**src/rtl/multi_dataflow_package.sv**
```systemverilog
// Shared types for the multi_dataflow streamer: tile scheduler states,
// default widths and the per-job configuration bundle.
package multi_dataflow_package;

    localparam int TILE_SCHED_NB_IN  = 2;
    localparam int TILE_SCHED_ADDR_W = 32;
    localparam int TILE_SCHED_CNT_W  = 16;

    typedef enum logic [2:0] {
        TS_IDLE,
        TS_LAUNCH,
        TS_WAIT,
        TS_ADVANCE,
        TS_FINISH
    } tile_sched_state_e;

    typedef struct packed {
        logic [TILE_SCHED_CNT_W-1:0]                   n_tiles;
        logic [TILE_SCHED_CNT_W-1:0]                   tile_len;
        logic [TILE_SCHED_ADDR_W-1:0]                  stride;
        logic [TILE_SCHED_NB_IN*TILE_SCHED_ADDR_W-1:0] base_in;
        logic [TILE_SCHED_ADDR_W-1:0]                  base_out;
    } tile_sched_cfg_t;

endpackage

```
**src/rtl/multi_dataflow_addr_adv.sv**
```systemverilog
// Per-stream base-address register: loads the job base address and
// steps by the tile stride, wrapping modulo 2^ADDR_W.
module multi_dataflow_addr_adv #(
    parameter int ADDR_W = 32
) (
    input  logic              clk_i,
    input  logic              rst_i,
    input  logic              clear_i,
    input  logic              load_i,
    input  logic              adv_i,
    input  logic [ADDR_W-1:0] base_i,
    input  logic [ADDR_W-1:0] stride_i,
    output logic [ADDR_W-1:0] addr_o
);

    always_ff @(posedge clk_i) begin
        if (rst_i || clear_i) begin
            addr_o <= '0;
        end else if (load_i) begin
            addr_o <= base_i;
        end else if (adv_i) begin
            addr_o <= addr_o + stride_i;
        end
    end

endmodule

```
**src/rtl/multi_dataflow_tile_sched.sv**
```systemverilog
// Tile sequencer for the multi_dataflow streamer: launches the source/sink
// streams and the engine once per tile, waits for all of them, then steps addresses.
module multi_dataflow_tile_sched
    import multi_dataflow_package::*;
#(
    parameter int NB_IN  = TILE_SCHED_NB_IN,
    parameter int ADDR_W = TILE_SCHED_ADDR_W,
    parameter int CNT_W  = TILE_SCHED_CNT_W
) (
    input  logic                    clk_i,
    input  logic                    rst_i,
    input  logic                    clear_i,
    input  logic                    start_i,
    input  logic [CNT_W-1:0]        n_tiles_i,
    input  logic [CNT_W-1:0]        tile_len_i,
    input  logic [ADDR_W-1:0]       stride_i,
    input  logic [NB_IN*ADDR_W-1:0] base_in_i,
    input  logic [ADDR_W-1:0]       base_out_i,
    input  logic [NB_IN-1:0]        src_ready_i,
    input  logic [NB_IN-1:0]        src_done_i,
    input  logic                    sink_ready_i,
    input  logic                    sink_done_i,
    input  logic                    eng_done_i,
    output logic [NB_IN-1:0]        src_req_start_o,
    output logic [NB_IN*ADDR_W-1:0] src_addr_o,
    output logic                    sink_req_start_o,
    output logic [ADDR_W-1:0]       sink_addr_o,
    output logic [CNT_W-1:0]        trans_size_o,
    output logic                    eng_start_o,
    output logic [CNT_W-1:0]        tile_idx_o,
    output logic                    busy_o,
    output logic                    done_o,
    output logic                    evt_o
);

    tile_sched_state_e state_q;
    tile_sched_cfg_t   start_cfg;

    logic [CNT_W-1:0]  n_tiles_q;
    logic [CNT_W-1:0]  tile_len_q;
    logic [CNT_W-1:0]  tile_idx_q;
    logic [ADDR_W-1:0] stride_q;
    logic [NB_IN-1:0]  src_done_q;
    logic              sink_done_q;
    logic              eng_done_q;
    logic              done_q;

    logic accept;
    logic fire;
    logic all_done;
    logic advance;
    logic last_tile;

    assign start_cfg = '{
        n_tiles:  n_tiles_i,
        tile_len: tile_len_i,
        stride:   stride_i,
        base_in:  base_in_i,
        base_out: base_out_i
    };

    assign accept    = (state_q == TS_IDLE) && start_i;
    assign fire      = (state_q == TS_LAUNCH) && (&src_ready_i) && sink_ready_i;
    assign advance   = (state_q == TS_ADVANCE);
    assign last_tile = (tile_idx_q == (n_tiles_q - CNT_W'(1)));

    // Done pulses landing in the same cycle count, so a tile can close without an extra wait cycle.
    assign all_done = (&(src_done_q | src_done_i)) && (sink_done_q | sink_done_i)
                      && (eng_done_q | eng_done_i);

    for (genvar k = 0; k < NB_IN; k++) begin : g_src_addr
        multi_dataflow_addr_adv #(
            .ADDR_W (ADDR_W)
        ) u_src_addr (
            .clk_i    (clk_i),
            .rst_i    (rst_i),
            .clear_i  (clear_i),
            .load_i   (accept),
            .adv_i    (advance),
            .base_i   (start_cfg.base_in[k*ADDR_W +: ADDR_W]),
            .stride_i (stride_q),
            .addr_o   (src_addr_o[k*ADDR_W +: ADDR_W])
        );
    end

    multi_dataflow_addr_adv #(
        .ADDR_W (ADDR_W)
    ) u_sink_addr (
        .clk_i    (clk_i),
        .rst_i    (rst_i),
        .clear_i  (clear_i),
        .load_i   (accept),
        .adv_i    (advance),
        .base_i   (start_cfg.base_out),
        .stride_i (stride_q),
        .addr_o   (sink_addr_o)
    );

    always_ff @(posedge clk_i) begin
        if (rst_i || clear_i) begin
            state_q     <= TS_IDLE;
            n_tiles_q   <= '0;
            tile_len_q  <= '0;
            tile_idx_q  <= '0;
            stride_q    <= '0;
            src_done_q  <= '0;
            sink_done_q <= 1'b0;
            eng_done_q  <= 1'b0;
            done_q      <= 1'b0;
        end else begin
            done_q <= 1'b0;
            unique case (state_q)
                TS_IDLE: begin
                    if (start_i) begin
                        n_tiles_q  <= start_cfg.n_tiles;
                        tile_len_q <= start_cfg.tile_len;
                        stride_q   <= start_cfg.stride;
                        tile_idx_q <= '0;
                        if (start_cfg.n_tiles == '0) begin
                            state_q <= TS_FINISH;
                            done_q  <= 1'b1;
                        end else begin
                            state_q <= TS_LAUNCH;
                        end
                    end
                end
                TS_LAUNCH: begin
                    if (fire) begin
                        src_done_q  <= '0;
                        sink_done_q <= 1'b0;
                        eng_done_q  <= 1'b0;
                        state_q     <= TS_WAIT;
                    end
                end
                TS_WAIT: begin
                    src_done_q  <= src_done_q | src_done_i;
                    sink_done_q <= sink_done_q | sink_done_i;
                    eng_done_q  <= eng_done_q | eng_done_i;
                    if (all_done) begin
                        state_q <= TS_ADVANCE;
                    end
                end
                TS_ADVANCE: begin
                    // The final tile keeps its index so tile_idx_o reads n_tiles-1 at done.
                    if (last_tile) begin
                        state_q <= TS_FINISH;
                        done_q  <= 1'b1;
                    end else begin
                        tile_idx_q <= tile_idx_q + CNT_W'(1);
                        state_q    <= TS_LAUNCH;
                    end
                end
                TS_FINISH: begin
                    tile_idx_q <= '0;
                    state_q    <= TS_IDLE;
                end
                default: begin
                    state_q <= TS_IDLE;
                end
            endcase
        end
    end

    assign src_req_start_o  = {NB_IN{fire}};
    assign sink_req_start_o = fire;
    assign eng_start_o      = fire;
    assign trans_size_o     = tile_len_q;
    assign tile_idx_o       = tile_idx_q;
    assign busy_o           = (state_q != TS_IDLE);
    assign done_o           = done_q;
    assign evt_o            = done_q;

endmodule

```
**config.mk**
```make
export PLATFORM = sky130hd
export DESIGN_NAME = multi_dataflow_tile_sched
export DESIGN_NICKNAME = d
export VERILOG_FILES = /design/src/rtl/multi_dataflow_package.sv /design/src/rtl/multi_dataflow_addr_adv.sv /design/src/rtl/multi_dataflow_tile_sched.sv
export SDC_FILE = /design/constraint.sdc
export NUM_CORES = 1
export LEC_CHECK = 0
export CAP_MARGIN = 20
export CORE_MARGIN = 10
export CORE_UTILIZATION = 52
export DETAILED_ROUTE_END_ITERATION = 10
export PLACE_DENSITY = 0.89
export SLEW_MARGIN = 40
export SYNTH_ARGS = -nofsm -noshare
export SYNTH_HDL_FRONTEND = slang
export SYNTH_HIERARCHICAL = 1
export SYNTH_SLANG_ARGS = --single-unit
export TNS_END_PERCENT = 5
```
**constraint.sdc**
```tcl
create_clock -name clk_i -period 3.9 [get_ports clk_i]
set_input_delay 0.975 -clock clk_i [delete_from_list [all_inputs] [get_ports clk_i]]
set_output_delay 0.975 -clock clk_i [all_outputs]
set_load 0.05 [all_outputs]
```
==> flow_summary.yaml, run 1 <==
worst_setup_path:
  required_ns: 2.92
  cp-start-kind: "input port"
  rrSetupSlack_ns: 0.75
  criticalPathCategory: "input port to primary output"
  slowest_delay_ns: 0.47
  slowest_stage: "clkdlybuf4s50_1"
  worstPathArrival_ns: 2.54
  path_cells: "clkdlybuf4s50_1, nand4_1, or3_1, inv_1, buf_12"
  crit_fanout: 5
  crit_path_end_kind: "primary output"
synthesis:
  synth_top_flop_cell: "dfxtp_1"
  synth_area_leaders: "dfxtp_1 (27%), a21oi_1 (9.2%), ha_1 (8.8%)"
  ys_ff_latch: 184
  synth_common_cells: "a21oi_1 (249), nand2_1 (221), dfxtp_1 (184)"
  synth-async-reset-ratio_pct: 0
  synth_nets: 1990
  yosysMostFrequentCell: "a21oi_1"
  synth_cell_types: 102
  synth_top_area_cell: "dfxtp_1"
  synth_top_area_share_pct: 27.3
  synth.cell_area_um2: 13500
  synth_edf_count: 0
  avgSynthCellArea_um2: 7.85
  yosysSeqAreaShare_pct: 27.3
  synthCells: 1721
  ys_warn_count: 6
clock_tree:
  hold_buffers: 0
  cts_made_buffers: 17
  clock-root-buffer: "clkbuf_16"
  clkTransAtPathRegs_ns: 0.09
  cts_tree: "done"
  htree_levels: 4
  clock_latency_ns: 0.44
  clk_path_buf_depth: 2
  cts_setup_buffers: 0
  clock-sinks: 184
  ctsResizeCount: 0
power_and_ir_drop:
  combPwrFrac_pct: 20.4
  power.total_mw: 4.98
  ir_drop_v: 0.000261
  p_clk_share_pct: 38.9
  p_leak_nw: 6.76
  power.density_nw_per_um2: 289
  switching_share_pct: 32.8
  p_sw_mw: 1.64
  p_seq_share_pct: 40.7
  power.internal_mw: 3.34
floorplanning:
  rows: 58
  core_area_um2: 25400
  ios: 306
  start_util_pct: 53.2
  die_area_um2: 32800
  fp.dieH_um: 181
  die_x_um: 181
grt:
  grt_pass1_vias: 13600
  antenna_found_initial: 2
  grt_first_pass_wirelength_um: 74300
  grt_max_degree: 65
  grt_usage_pct: 27.7
  grt_overflow: 0
place:
  placedCellCount: 2262
  dp_hpwl_um: 36500
  numPortBuffers: 305
  gp_congestion: 0.938
timing:
  rsz0062_at_grt: "false"
  slew_violations: 0
  finalCriticalPeriod_ns: 3.51
  hold_ws_ns: 0.458
  fin_setup_tns_ns: 0
  worst-slew-pin-transition_ns: 0.748
  finClkSkew_ns: 0.0211
  finalCritPeriodShare_pct: 90.1
  finalHoldViolations: 0
  setup_violations: 0
  slew_headroom_pct: 50.1
  fmax_mhz: 285
cells_and_area:
  multi_input_area_um2: 9130
  final_util_pct: 67.9
  area_delta_synth_final_pct: 27.7
  nets: 2220
  drive_gt1_share_pct: 6.98
  fillCellCount: 2107
  seqCellArea_um2: 3680
  fin_cells: 2296
drt:
  avgRoutedWirePerCell_um: 20.9
  dr_total_vias: 14000
  routed_wl_um: 48000
  drc: 0
  drtIter0Drc: 1207
  first_pass_iters: 6
  ant_nets: 0
  routed_via_density: 6.09
worst_hold_path:
  worstHoldPathType: "flop to flop"
flow_run:
  maxCapViolCount: 0
run_status:
  outcome: "complete, no violations"
## power groups by stage
stage	registers, mW	logic [mW]	clock network (mW)
2_1_floorplan	2.17	0.499	0
3_3_place_gp	2.07	0.983	0
3_5_place_dp	2.07	1.00	0
4_1_cts	2.02	1.01	1.96
5_1_grt	2.03	1.09	2.02
6_report	2.03	1.02	1.94
## state kept, by name, indices dropped and copies added (netlist names)
signal,count
state_q,3
u_sink_addr/addr_o,32
trans_size_o,16
stride_q,32
done_o,1
g_src_addr.u_src_addr/addr_o,64
tile_idx_o,16
eng_done_q,1
n_tiles_q,16
src_done_q,2
sink_done_q,1
## critical path: cells and delay by family
kind                   cells  cell delay, ns
buffers and inverters      3            0.99
and+or+nand+nor            2            0.56
## kinds of logic after synthesis
| group | Yosys count | synth area share (%) |
|---|---|---|
| fa+ha+maj | 98 | 9.24 |
| buf+inv | 135 | 5.26 |
| flops | 184 | 27.3 |
| compound gates | 546 | 26.7 |
| xor+xnor | 103 | 6.67 |
| mux | 45 | 3.39 |
| simple gates | 610 | 21.4 |
## metrics by stage
| step | instance area [µm²] | worst slack [ns] |
|---|---|---|
| 4_1_cts | 17200 | 0.394 |
| 3_3_place_gp | 16600 | 0.465 |
| 3_5_place_dp | 16600 | 0.395 |
| 2_1_floorplan | 13500 | 0.782 |
| 5_1_grt | 17300 | 0.335 |
| 6_report | 17300 | 0.385 |
## routing by layer
layer	part of all wire, %	vias to the layer above	GRT usage, %
met1	40	6531	32.5
met4	4.5	2	14.4
met2	47	651	45.4
li1	-	6682	-
met3	8.9	116	7.51
met5	0.023	-	0
## cell usage in the layout, fill, tap and decap left out, types with 39 or more instances in the layout
cell and n:
mux2i_1 39, ha_1 95, nor2_1 179, xnor2_1 72, o21ai_0 52, dfxtp_1 184
a21o_1 40, a21oi_1 249, nand2_1 221, clkdlybuf4s50_1 301
## worst paths after layout
| path | from | endpoint | cells past startpoint |
|---|---|---|---|
| worst max-delay path | src_ready_i[1] | src_req_start_o[0] | 5 |
| worst max register to register | stride_q[1]$_SDFFE_PP0P_ | g_src_addr[0].u_src_addr/addr_o[19]$_SDFFE_PP0P_ | 10 |
| worst min register to register | trans_size_o[14]$_SDFFE_PP0P_ | trans_size_o[14]$_SDFFE_PP0P_ | 2 |
| worst min-delay path | trans_size_o[14]$_SDFFE_PP0P_ | trans_size_o[14]$_SDFFE_PP0P_ | 2 |
## area by class of cell
type	instances	area share, %
sequential	184	21.4
inverter	28	0.638
multi-input combinational	1402	52.9
tap	330	2.39
timing repair buffer	318	18.9
clock buffer	17	2.47
antenna	2	0.0290
clock inverter	15	1.36
(Power assumes the default switching activity.)
==> run 2, diff against run 1 <==
Settings changed: CTS_CLUSTER_SIZE from default to 30.
==> results of run 2 <==
Final layout, timing and power as in run 1 (identical DEF).
